<file path="src/rtl/macc_pkg.sv">
// Shared types and constants for the macc matrix port drivers.
package macc_pkg;

  localparam int MACC_DATA_W = 32;

  typedef enum logic [1:0] {
    IDLE,
    LOAD,
    LOADED,
    DRAIN
  } macc_port_state_e;

endpackage

</file>
<file path="src/rtl/macc_matrix_port_driver.sv">
// Host-side initiator for one macc matrix port: loads DEPTH words from an
// upstream valid/ready stream via wen, then drains DEPTH words back out via
// ren onto a downstream valid/ready stream.
module macc_matrix_port_driver
  import macc_pkg::*;
#(
  parameter int DATA_W = MACC_DATA_W,
  parameter int DEPTH  = 16
) (
  input  logic              CLK,
  input  logic              RST,
  input  logic              load_start,
  input  logic              drain_start,
  input  logic              abort,
  input  logic [DATA_W-1:0] s_data,
  input  logic              s_valid,
  output logic              s_ready,
  output logic [DATA_W-1:0] m_data,
  output logic              m_valid,
  input  logic              m_ready,
  output logic              macc_wen,
  output logic [DATA_W-1:0] macc_in,
  output logic              macc_ren,
  input  logic [DATA_W-1:0] macc_out,
  output logic              busy,
  output logic              done
);

  localparam int               CNT_W   = $clog2(DEPTH + 1);
  localparam logic [CNT_W-1:0] DEPTH_C = CNT_W'(DEPTH);
  localparam logic [CNT_W-1:0] LAST_C  = CNT_W'(DEPTH - 1);

  macc_port_state_e  state_q, state_d;
  logic [CNT_W-1:0]  wr_cnt_q, wr_cnt_d;
  logic [CNT_W-1:0]  rd_cnt_q, rd_cnt_d;
  logic              macc_wen_q, macc_wen_d;
  logic [DATA_W-1:0] macc_in_q, macc_in_d;
  logic              m_valid_q, m_valid_d;
  logic [DATA_W-1:0] m_data_q, m_data_d;
  logic              done_q, done_d;
  logic              accept;
  logic              pop;

  // Handshake qualifiers; abort blocks any accept or pop in its own cycle so
  // no wen/ren is issued from that edge on.
  always_comb begin
    s_ready  = (state_q == LOAD) && (wr_cnt_q < DEPTH_C) && !abort;
    accept   = s_ready && s_valid;
    pop      = (state_q == DRAIN) && m_valid_q && m_ready && !abort;
    macc_ren = pop;
  end

  // Next-state, counters and registered port outputs.
  always_comb begin
    state_d    = state_q;
    wr_cnt_d   = wr_cnt_q;
    rd_cnt_d   = rd_cnt_q;
    macc_wen_d = accept;
    macc_in_d  = accept ? s_data : macc_in_q;
    m_valid_d  = m_valid_q;
    m_data_d   = m_data_q;
    done_d     = 1'b0;
    case (state_q)
      IDLE: begin
        if (load_start) begin
          state_d  = LOAD;
          wr_cnt_d = '0;
        end
      end
      LOAD: begin
        if (accept) begin
          wr_cnt_d = wr_cnt_q + 1'b1;
          if (wr_cnt_q == LAST_C) state_d = LOADED;
        end
      end
      LOADED: begin
        if (drain_start) begin
          state_d   = DRAIN;
          rd_cnt_d  = '0;
          m_valid_d = 1'b0;
        end
      end
      DRAIN: begin
        if (pop) begin
          // Drop valid for one cycle so the new macc head can be captured.
          m_valid_d = 1'b0;
          rd_cnt_d  = rd_cnt_q + 1'b1;
          if (rd_cnt_q == LAST_C) begin
            state_d = IDLE;
            done_d  = 1'b1;
          end
        end else if (!m_valid_q && (rd_cnt_q < DEPTH_C)) begin
          // Entry settle cycle and post-pop cycles both land here.
          m_valid_d = 1'b1;
          m_data_d  = macc_out;
        end
      end
      default: state_d = IDLE;
    endcase
    if (abort) begin
      state_d    = IDLE;
      wr_cnt_d   = '0;
      rd_cnt_d   = '0;
      macc_wen_d = 1'b0;
      m_valid_d  = 1'b0;
      done_d     = 1'b0;
    end
  end

  // State and output registers with asynchronous reset.
  always_ff @(posedge CLK or posedge RST) begin
    if (RST) begin
      state_q    <= IDLE;
      wr_cnt_q   <= '0;
      rd_cnt_q   <= '0;
      macc_wen_q <= 1'b0;
      macc_in_q  <= '0;
      m_valid_q  <= 1'b0;
      m_data_q   <= '0;
      done_q     <= 1'b0;
    end else begin
      state_q    <= state_d;
      wr_cnt_q   <= wr_cnt_d;
      rd_cnt_q   <= rd_cnt_d;
      macc_wen_q <= macc_wen_d;
      macc_in_q  <= macc_in_d;
      m_valid_q  <= m_valid_d;
      m_data_q   <= m_data_d;
      done_q     <= done_d;
    end
  end

  assign macc_wen = macc_wen_q;
  assign macc_in  = macc_in_q;
  assign m_valid  = m_valid_q;
  assign m_data   = m_data_q;
  assign done     = done_q;
  assign busy     = (state_q != IDLE);

endmodule
</file>
<file path="config.mk">
export PLATFORM = sky130hd
export DESIGN_NAME = macc_matrix_port_driver
export DESIGN_NICKNAME = d
export VERILOG_FILES = /design/src/rtl/macc_pkg.sv /design/src/rtl/macc_matrix_port_driver.sv
export SDC_FILE = /design/constraint.sdc
export NUM_CORES = 1
export LEC_CHECK = 0
export BUFFER_PORTS_ARGS = -buffer_cell sky130_fd_sc_hd__buf_2
export CORE_MARGIN = 3
export CORE_UTILIZATION = 47
export DETAILED_ROUTE_END_ITERATION = 16
export PLACE_DENSITY = 0.89
export SYNTH_ARGS = -nofsm -noshare
export SYNTH_HDL_FRONTEND = slang
export SYNTH_SLANG_ARGS = --single-unit
export TNS_END_PERCENT = 5
</file>
<file path="constraint.sdc">
create_clock -name CLK -period 2.6 [get_ports CLK]
set_clock_uncertainty 0.15 [all_clocks]
set_input_delay 0 -clock CLK [delete_from_list [all_inputs] [get_ports CLK]]
set_output_delay 0 -clock CLK [all_outputs]
set_load 0.01 [all_outputs]
</file>
## After elaboration in Yosys (flattened, before gate mapping)

Index checks and enable logic that the tools add are counted.

| word-level totals | value |
|---|---|
| register bits | 79 |
| input port bits | 71 |
| output and inout port bits | 70 |
| word-level logic and storage cells | 69 |

| operators by class | value |
|---|---|
| add/sub/neg operators | 2 |
| $lt $le $gt $ge | 2 |
| eq/ne operators | 12 |
| muxes and demuxes | 26 |
| bitwise gates (word level) | 1 |
| reductions and logical operators | 18 |

Operators with widths:

| operator | count |
|---|---|
| $mux 5 | 6 |
| $pmux 5 s2 | 2 |
| $mux 2 | 7 |
| $ne 3x3->1 const B | 4 |
| $reduce_and 3->1 | 4 |
| $add 5x1->5 const B | 2 |
| $eq 5x4->1 const B | 2 |
| $lt 5x5->1 const B | 2 |
| $mux 1 | 9 |
| $pmux 2 s4 | 1 |
| $logic_and 1x1->1 | 7 |
| $ne 3x2->1 const B | 2 |
| $reduce_and 6->1 | 1 |
| $reduce_bool 3->1 | 2 |
| $eq 2x2->1 const B | 2 |
| $ne 4x3->1 const B | 1 |
| $eq 2x1->1 const B | 1 |
| $logic_not 1->1 | 2 |
| $logic_not 2->1 | 1 |
| $pmux 1 s2 | 1 |
| $reduce_bool 2->1 | 1 |
| $not 1->1 | 1 |

## Depth between registers and ports, before layout

Gate-level depths: netlist (run 1).

| depth | value |
|---|---|
| word-level depth | 7 |
| depth in mapped cells | 7 |
| gate-level depth less buffers | 6 |

## Worst setup path after synthesis (run 1)

No wires, ideal clock.

| timing path | value |
|---|---|
| path kind | register to register |
| start | register state_q[1] |
| end | register macc_in_q[10] (netlist: macc_in[10]) |
| library setup time | 0.125 ns |
| arrival | 1.603 ns |
| path slack | 0.722 ns |
| cell stages (with the launch flop) | 7 |
| cells stage by stage | dfrtp_1 -> inv_1 -> ha_1 -> and4bb_2 -> buf_4 -> buf_6 -> mux2_2 |

| between the ends | value |
|---|---|
| longest elaborated chain between the ends | 4 |

RTL lines:

| what | RTL line | RTL |
|---|---|---|
| start, declared | macc_matrix_port_driver.sv:33 | `macc_port_state_e state_q, state_d;` |
| start signal, assigned | macc_matrix_port_driver.sv:122 | `state_q <= state_d;` |
| $eq 2x1->1 | macc_matrix_port_driver.sv:47 | `s_ready = (state_q == LOAD) && (wr_cnt_q < DEPTH_C) && !abort;` |
| $logic_and 1x1->1 (2 in a row) | macc_matrix_port_driver.sv:47 |  |
| $logic_and 1x1->1 | macc_matrix_port_driver.sv:48 | `accept = s_ready && s_valid;` |
| end signal, assigned | macc_matrix_port_driver.sv:126 | `macc_in_q <= macc_in_d;` |
| end, declared | macc_matrix_port_driver.sv:37 | `logic [DATA_W-1:0] macc_in_q, macc_in_d;` |

No other way between the ends.
A chain may end at the register's enable or synchronous reset.

## Worst setup path after layout (run 1)

| timing path | value |
|---|---|
| start | register state_q[0] |
| end | register wr_cnt_q[4] |

| between the ends | value |
|---|---|
| longest elaborated chain between the ends | 6 |
| elaborated cells between the ends (all ways) | 11 |

RTL lines:

| what | RTL line | RTL |
|---|---|---|
| $eq 2x1->1 | macc_matrix_port_driver.sv:47, macc_matrix_port_driver.sv:63 |  |
| $logic_and 1x1->1 (2 in a row) | macc_matrix_port_driver.sv:47 |  |
| $logic_and 1x1->1 | macc_matrix_port_driver.sv:48 |  |
| $ne 3x3->1 (no source line) | n/a |  |
| $reduce_and 3->1 (no source line) | n/a |  |
| end signal, assigned | macc_matrix_port_driver.sv:123 | `wr_cnt_q <= wr_cnt_d;` |
| end, declared | macc_matrix_port_driver.sv:34 | `logic [CNT_W-1:0] wr_cnt_q, wr_cnt_d;` |

Several ways; a longest one is shown, not always the timed one.

==> metrics.txt, run 1 <==
Yosys warnings=0; Max Cap Viol=0; switching power=1.62 mW; share of layout cells above drive strength 1=50.0%; Buf/Inv on CP=2; EDFF count, synth=0; relative slew slack=60.0%; CTS H-tree depth=3; clock sink count=79; initial antenna violation count=0; library cells used by synthesis=35; Vias=2730; clk slew on worst S/H paths=0.07 ns; count leader, synth=dfrtp_1; CTS tree=built; hpwl dp=5.20 mm; Setup crit start=state_q[0]; CTS Hold Bufs=71; total die area=0.00810 sq mm; max-slew violations=0; Switching Share=34.2%; IO Pins=141; Setup CP Type=flip-flop to flip-flop; Core ar.=0.00660 sq mm; Post-CTS Setup Bufs=0; NumNets Final=531; Post-synth ARST share=100%; Pint=3.12 mW; Primary FF master, synth=dfrtp_1; cell chain of the critical path=inv_1 -> ha_1 -> mux2i_1 -> nand2_1 -> a31oi_1 -> nor2_1 -> dlygate4sd3_1; Placer Congestion=0.835; minimum clock period=2.38 ns; syn_nets=314; hold path start=drain_start; DR iter-0 viols=32; RSZ-0062 raised after global routing=no; CP Data Required Time=2.67 ns; clock buffer depth=2; Initial Util=50.2%; Comb pwr share=39.6%; cts bufs inserted=9; post-route ant nets=0; Final setup violation count=0; DRC Markers=0; die width=90.0 um; Post-Syn Area per Cell=14.2 sq um; fmax=421 MHz; Critical Path AT=2.44 ns; reg-to-reg critical path startpoint=state_q[0]; pwr dens=948 mW/mm^2; Vias/cell=4.97; synth top area cells=dfrtp_1, mux2_2, ha_1; Synth Instances=234; post-route setup TNS=0 ns; Clock Power Share=17.5%; num rows=29; Final period util=91.4%; Port Buf Inserts=140; Peak VDD IR=0.695 mV; drt first pass iters=4; sequential-to-total area share from yosys stat=59.6%; HP Class=primary input to flip-flop; die height=90.0 um; Root Buffer=clkbuf_8; post-synth top area share=59.6%; Routed wire per std cell=16.4 um; antenna cells=0; pin count of the biggest net entering global routing=53; Synth area leader=dfrtp_1; critical path fanouts, max=4; CP endpoint kind=flip-flop; Worst-Margin Slew=0.599 ns; Leakage=2.49 nW; Seq pwr share=42.9%; crit-path leading delay family=buffers and inverters; PnR worst setup slack=0.224 ns; worst skew pair latency=0.34 ns; CP max-delay cell=dlygate4sd3_1; GR Overflow Total=0; final hold vios=0; status=finished clean; Mapped Area=0.00331 sq mm; first-pass GRT wire length=14.9 mm; GRT Total Usage=22.9%; Post-synth top cells=dfrtp_1, mux2_2, nor2_1; Synth Register Bits=79; startpoint types=flip-flop; Syn-to-layout area delta=51.0%; Pwr Total=4.74 mW; dpl ws=0.448 ns; post-CTS sizing=0; final WL=8.99 mm; vias in the first global route=2920; max incr delay on CP=0.56 ns
-- stage by stage --
stage | instance area (sq um) | utilization, % | instances | hold WS, ns
2_1_floorplan | 3310 | - | 234 | -0.0153
3_3_place_gp | 4110 | 62.2 | 462 | -0.0552
3_5_place_dp | 4110 | 62.2 | 462 | -0.0529
4_1_cts | 5010 | 75.8 | 549 | 0.00624
5_1_grt | 5010 | 75.8 | 549 | 0.0408
6_report | 5010 | 75.8 | 549 | 0.0163
-- power by group through the flow --
stage / registers (mW) / logic (mW) / clock network, mW
after floorplan: 2.25 / 0.795 / 0
after global placement: 1.99 / 1.71 / 0
after detailed placement: 2.02 / 1.77 / 0
after CTS: 2.00 / 1.85 / 0.848
after global routing: 2.10 / 2.04 / 0.895
final: 2.03 / 1.88 / 0.829
-- per-layer routing --
| metal | vias up | routed length, um | GRT usage, % |
|---|---|---|---|
| met1 | 1319 | 3690 | 27.2 |
| met4 | 0 | 172 | 8.16 |
| met5 | - | 0 | 0 |
| met2 | 132 | 4300 | 38.4 |
| li1 | 1264 | - | - |
| met3 | 15 | 830 | 8.35 |
-- cell usage in the layout (no fill, tap or decap), types with 3 or more instances in the layout --
cell           count
a211oi_1           3
a21oi_1            5
buf_2            140
clkbuf_8          11
dfrtp_1           79
dlygate4sd3_1     71
ha_1               9
inv_1             10
mux2_2            62
nand2_1            7
nand3_1            3
nor2_1            12
nor3_1             4
o21ai_0            4
o22ai_1            3
-- cell families after synthesis --
group	share of synthesized area [%]
flops	59.6
mux	22.0
simple gates	6.08
compound gates	4.79
buf+inv	3.51
fa+ha+maj	3.40
xor+xnor	0.529
-- sequential cells by signal, indices dropped and copies added (netlist names) --
register / count
done: 1
m_data: 32
m_valid: 1
macc_in: 32
macc_wen: 1
rd_cnt_q: 5
state_q: 2
wr_cnt_q: 5
-- tightest hold or removal path, stage by stage --
cell,delay (ns)
buf_2,0.08
nor2b_1,0.07
nor3_1,0.17
o211a_1,0.15
-- worst paths after layout --
| check | cells past startpoint | to | slack (ns) |
|---|---|---|---|
| worst min-delay path | 4 | m_valid | 0.02 |
| worst min register to register | 1 | m_data[24] | 0.35 |
| max in group asynchronous | 4 | state_q[1] | 1.47 |
| worst max register to register | 7 | wr_cnt_q[4] | 0.22 |
| min in group asynchronous | 3 | macc_in[22] | 0.15 |
| worst max-delay path | 7 | wr_cnt_q[4] | 0.22 |
-- area by class of cell --
| cell class | instances | area [sq um] |
|---|---|---|
| clock buffers | 12 | 155 |
| well taps | 93 | 116 |
| flip-flops and latches | 79 | 1980 |
| inverters | 11 | 41.3 |
| fillers | 403 | 1600 |
| repair buffers | 214 | 1460 |
| multi-input cells | 136 | 1230 |
| clock inverters | 4 | 30.0 |
(Power assumes the default switching activity.)
==> run 2: changes to the inputs <==
==> constraint.sdc (replaced) <==
create_clock -name CLK -period 2.6 [get_ports CLK]
set_clock_uncertainty 0.15 [all_clocks]
set_input_delay 0.52 -clock CLK [delete_from_list [all_inputs] [get_ports CLK]]
set_output_delay 0.52 -clock CLK [all_outputs]
set_load 0.01 [all_outputs]
==> metrics.txt, run 2 (synthesized netlist as in run 1, its figures left out) <==
status=finished clean; worst skew pair latency=0.33 ns (about the same); hpwl dp=5.29 mm (+1.7%); CTS Hold Bufs=0 (-100%); Worst-Margin Slew=0.522 ns (-0.0773 ns); startpoint types=flip-flop; GR Overflow Total=0 (unchanged); DRC Markers=0 (unchanged); NumNets Final=461 (-13%); Final setup violation count=0 (unchanged); Initial Util=50.2% (unchanged); Root Buffer=clkbuf_8; Final period util=83.1% (-8.3 points); GRT Total Usage=17.9% (-4.9 points); clock sink count=79 (unchanged); critical path fanouts, max=6 (+2); total die area=0.00810 sq mm (unchanged); final WL=6.98 mm (-22%); reg2reg end=macc_in[17]; pwr dens=1060 mW/mm^2 (+12%); reg2reg path depth=5 (-2); Critical Path AT=1.49 ns (-0.95 ns); num rows=29 (unchanged); reg-to-reg critical path startpoint=state_q[1]; Fillers=521 (+29%); Port Buf Inserts=140 (unchanged); Vias/cell=5.00 (+0.59%); max-slew violations=0 (unchanged); HP Class=primary input to asynchronous set/reset pin; Peak VDD IR=0.640 mV (-8.0%); CP endpoint kind=primary output; RSZ-0062 raised after global routing=no; initial antenna violation count=0 (unchanged); post-route setup TNS=0 ns (unchanged); final hold vios=0 (unchanged); Leakage=2.17 nW (-13%); fin util=64.8% (-11 points); leading cell types in the layout, fill and taps excluded=buf_2, dfrtp_1, mux2_2, nor2_1, inv_1; reg-to-reg slack, setup=0.59 ns (+0.37 ns); minimum clock period=2.16 ns (-0.215 ns); CTS H-tree depth=3 (unchanged); Post-CTS Setup Bufs=0 (unchanged); Core ar.=0.00660 sq mm (unchanged); Routed wire per std cell=14.6 um (-11%); first-pass GRT wire length=11.9 mm (-20%); CP Data Required Time=1.93 ns (-0.74 ns); cts bufs inserted=9 (unchanged); Hold Slack=0.153 ns (+0.137 ns); share of layout cells above drive strength 1=59.3% (+9.3 points); post-CTS sizing=0 (unchanged); most common cell after layout, fill and taps aside=buf_2; clk slew on worst S/H paths=0.09 ns (+0.02 ns); IO Pins=141 (unchanged); drt first pass iters=4 (unchanged); clock buffer depth=2 (unchanged); DR iter-0 viols=32 (unchanged); Max Cap Viol=0 (unchanged); antenna cells=0 (unchanged); Placer Congestion=0.770 (-7.8%); die height=90.0 um (unchanged); Vias=2396 (-12%); relative slew slack=65.2% (+5.2 points); post-route ant nets=0 (unchanged); vias in the first global route=2583 (-12%); Syn-to-layout area delta=29.2%; Setup CP Type=flip-flop to primary output; fmax=463 MHz (+9.9%); die width=90.0 um (unchanged); CTS tree=built; pin count of the biggest net entering global routing=44 (-17%)
run 2: power breakdown:
part | switching (mW) | leakage (nW) | total (mW) | internal, mW
clock network | 0.437 | 0.0789 | 0.787 | 0.350
registers | 0.269 | 0.986 | 2.01 | 1.74
logic | 0.841 | 1.11 | 1.75 | 0.905
total | 1.55 | 2.17 | 4.55 | 3.00
run 2: per-stage QoR:
stage	power [mW]	cell area, sq um	worst slack [ns]	cells
floorplan	3.05	3320	0.722	234
CTS	4.61	4280	0.426	479
detailed placement	3.80	4110	0.607	463
global placement	3.71	4110	0.696	463
finish	4.55	4280	0.439	479
global route	4.86	4280	0.310	479
run 2: area by class of cell:
cell class | count | area (sq um) | share of cell area, %
repair buffers | 144 | 743 | 17.4
clock inverters | 6 | 45.0 | 1.05
inverters | 11 | 45.0 | 1.05
well taps | 93 | 116 | 2.72
multi-input cells | 136 | 1230 | 28.7
clock buffers | 10 | 128 | 2.98
flip-flops and latches | 79 | 1980 | 46.2
run 2: worst max path at each step:
stage / start / endpoint / slack [ns] / cells past startpoint
floorplan: state_q[1] / macc_in[10] / 0.72 / 6
global placement: state_q[1] / macc_in[7] / 0.70 / 5
detailed placement: state_q[1] / macc_in[17] / 0.61 / 5
CTS: state_q[0] / macc_ren / 0.43 / 4
global route: state_q[1] / s_ready / 0.31 / 5
finish: state_q[0] / macc_ren / 0.44 / 4
run 2: critical path: stages, from the launching register on:
cell	delay (ns)
dfrtp_1	0.39
ha_1	0.27
nand3_1	0.17
nor2_1	0.17
buf_2	0.16
run 2: routing by layer:
layer	global-route usage, %	wire [um]	vias up
li1	-	-	1113
met3	6.09	708	12
met2	29.1	3240	134
met5	0	0	-
met4	7.78	122	0
met1	21.8	2910	1137
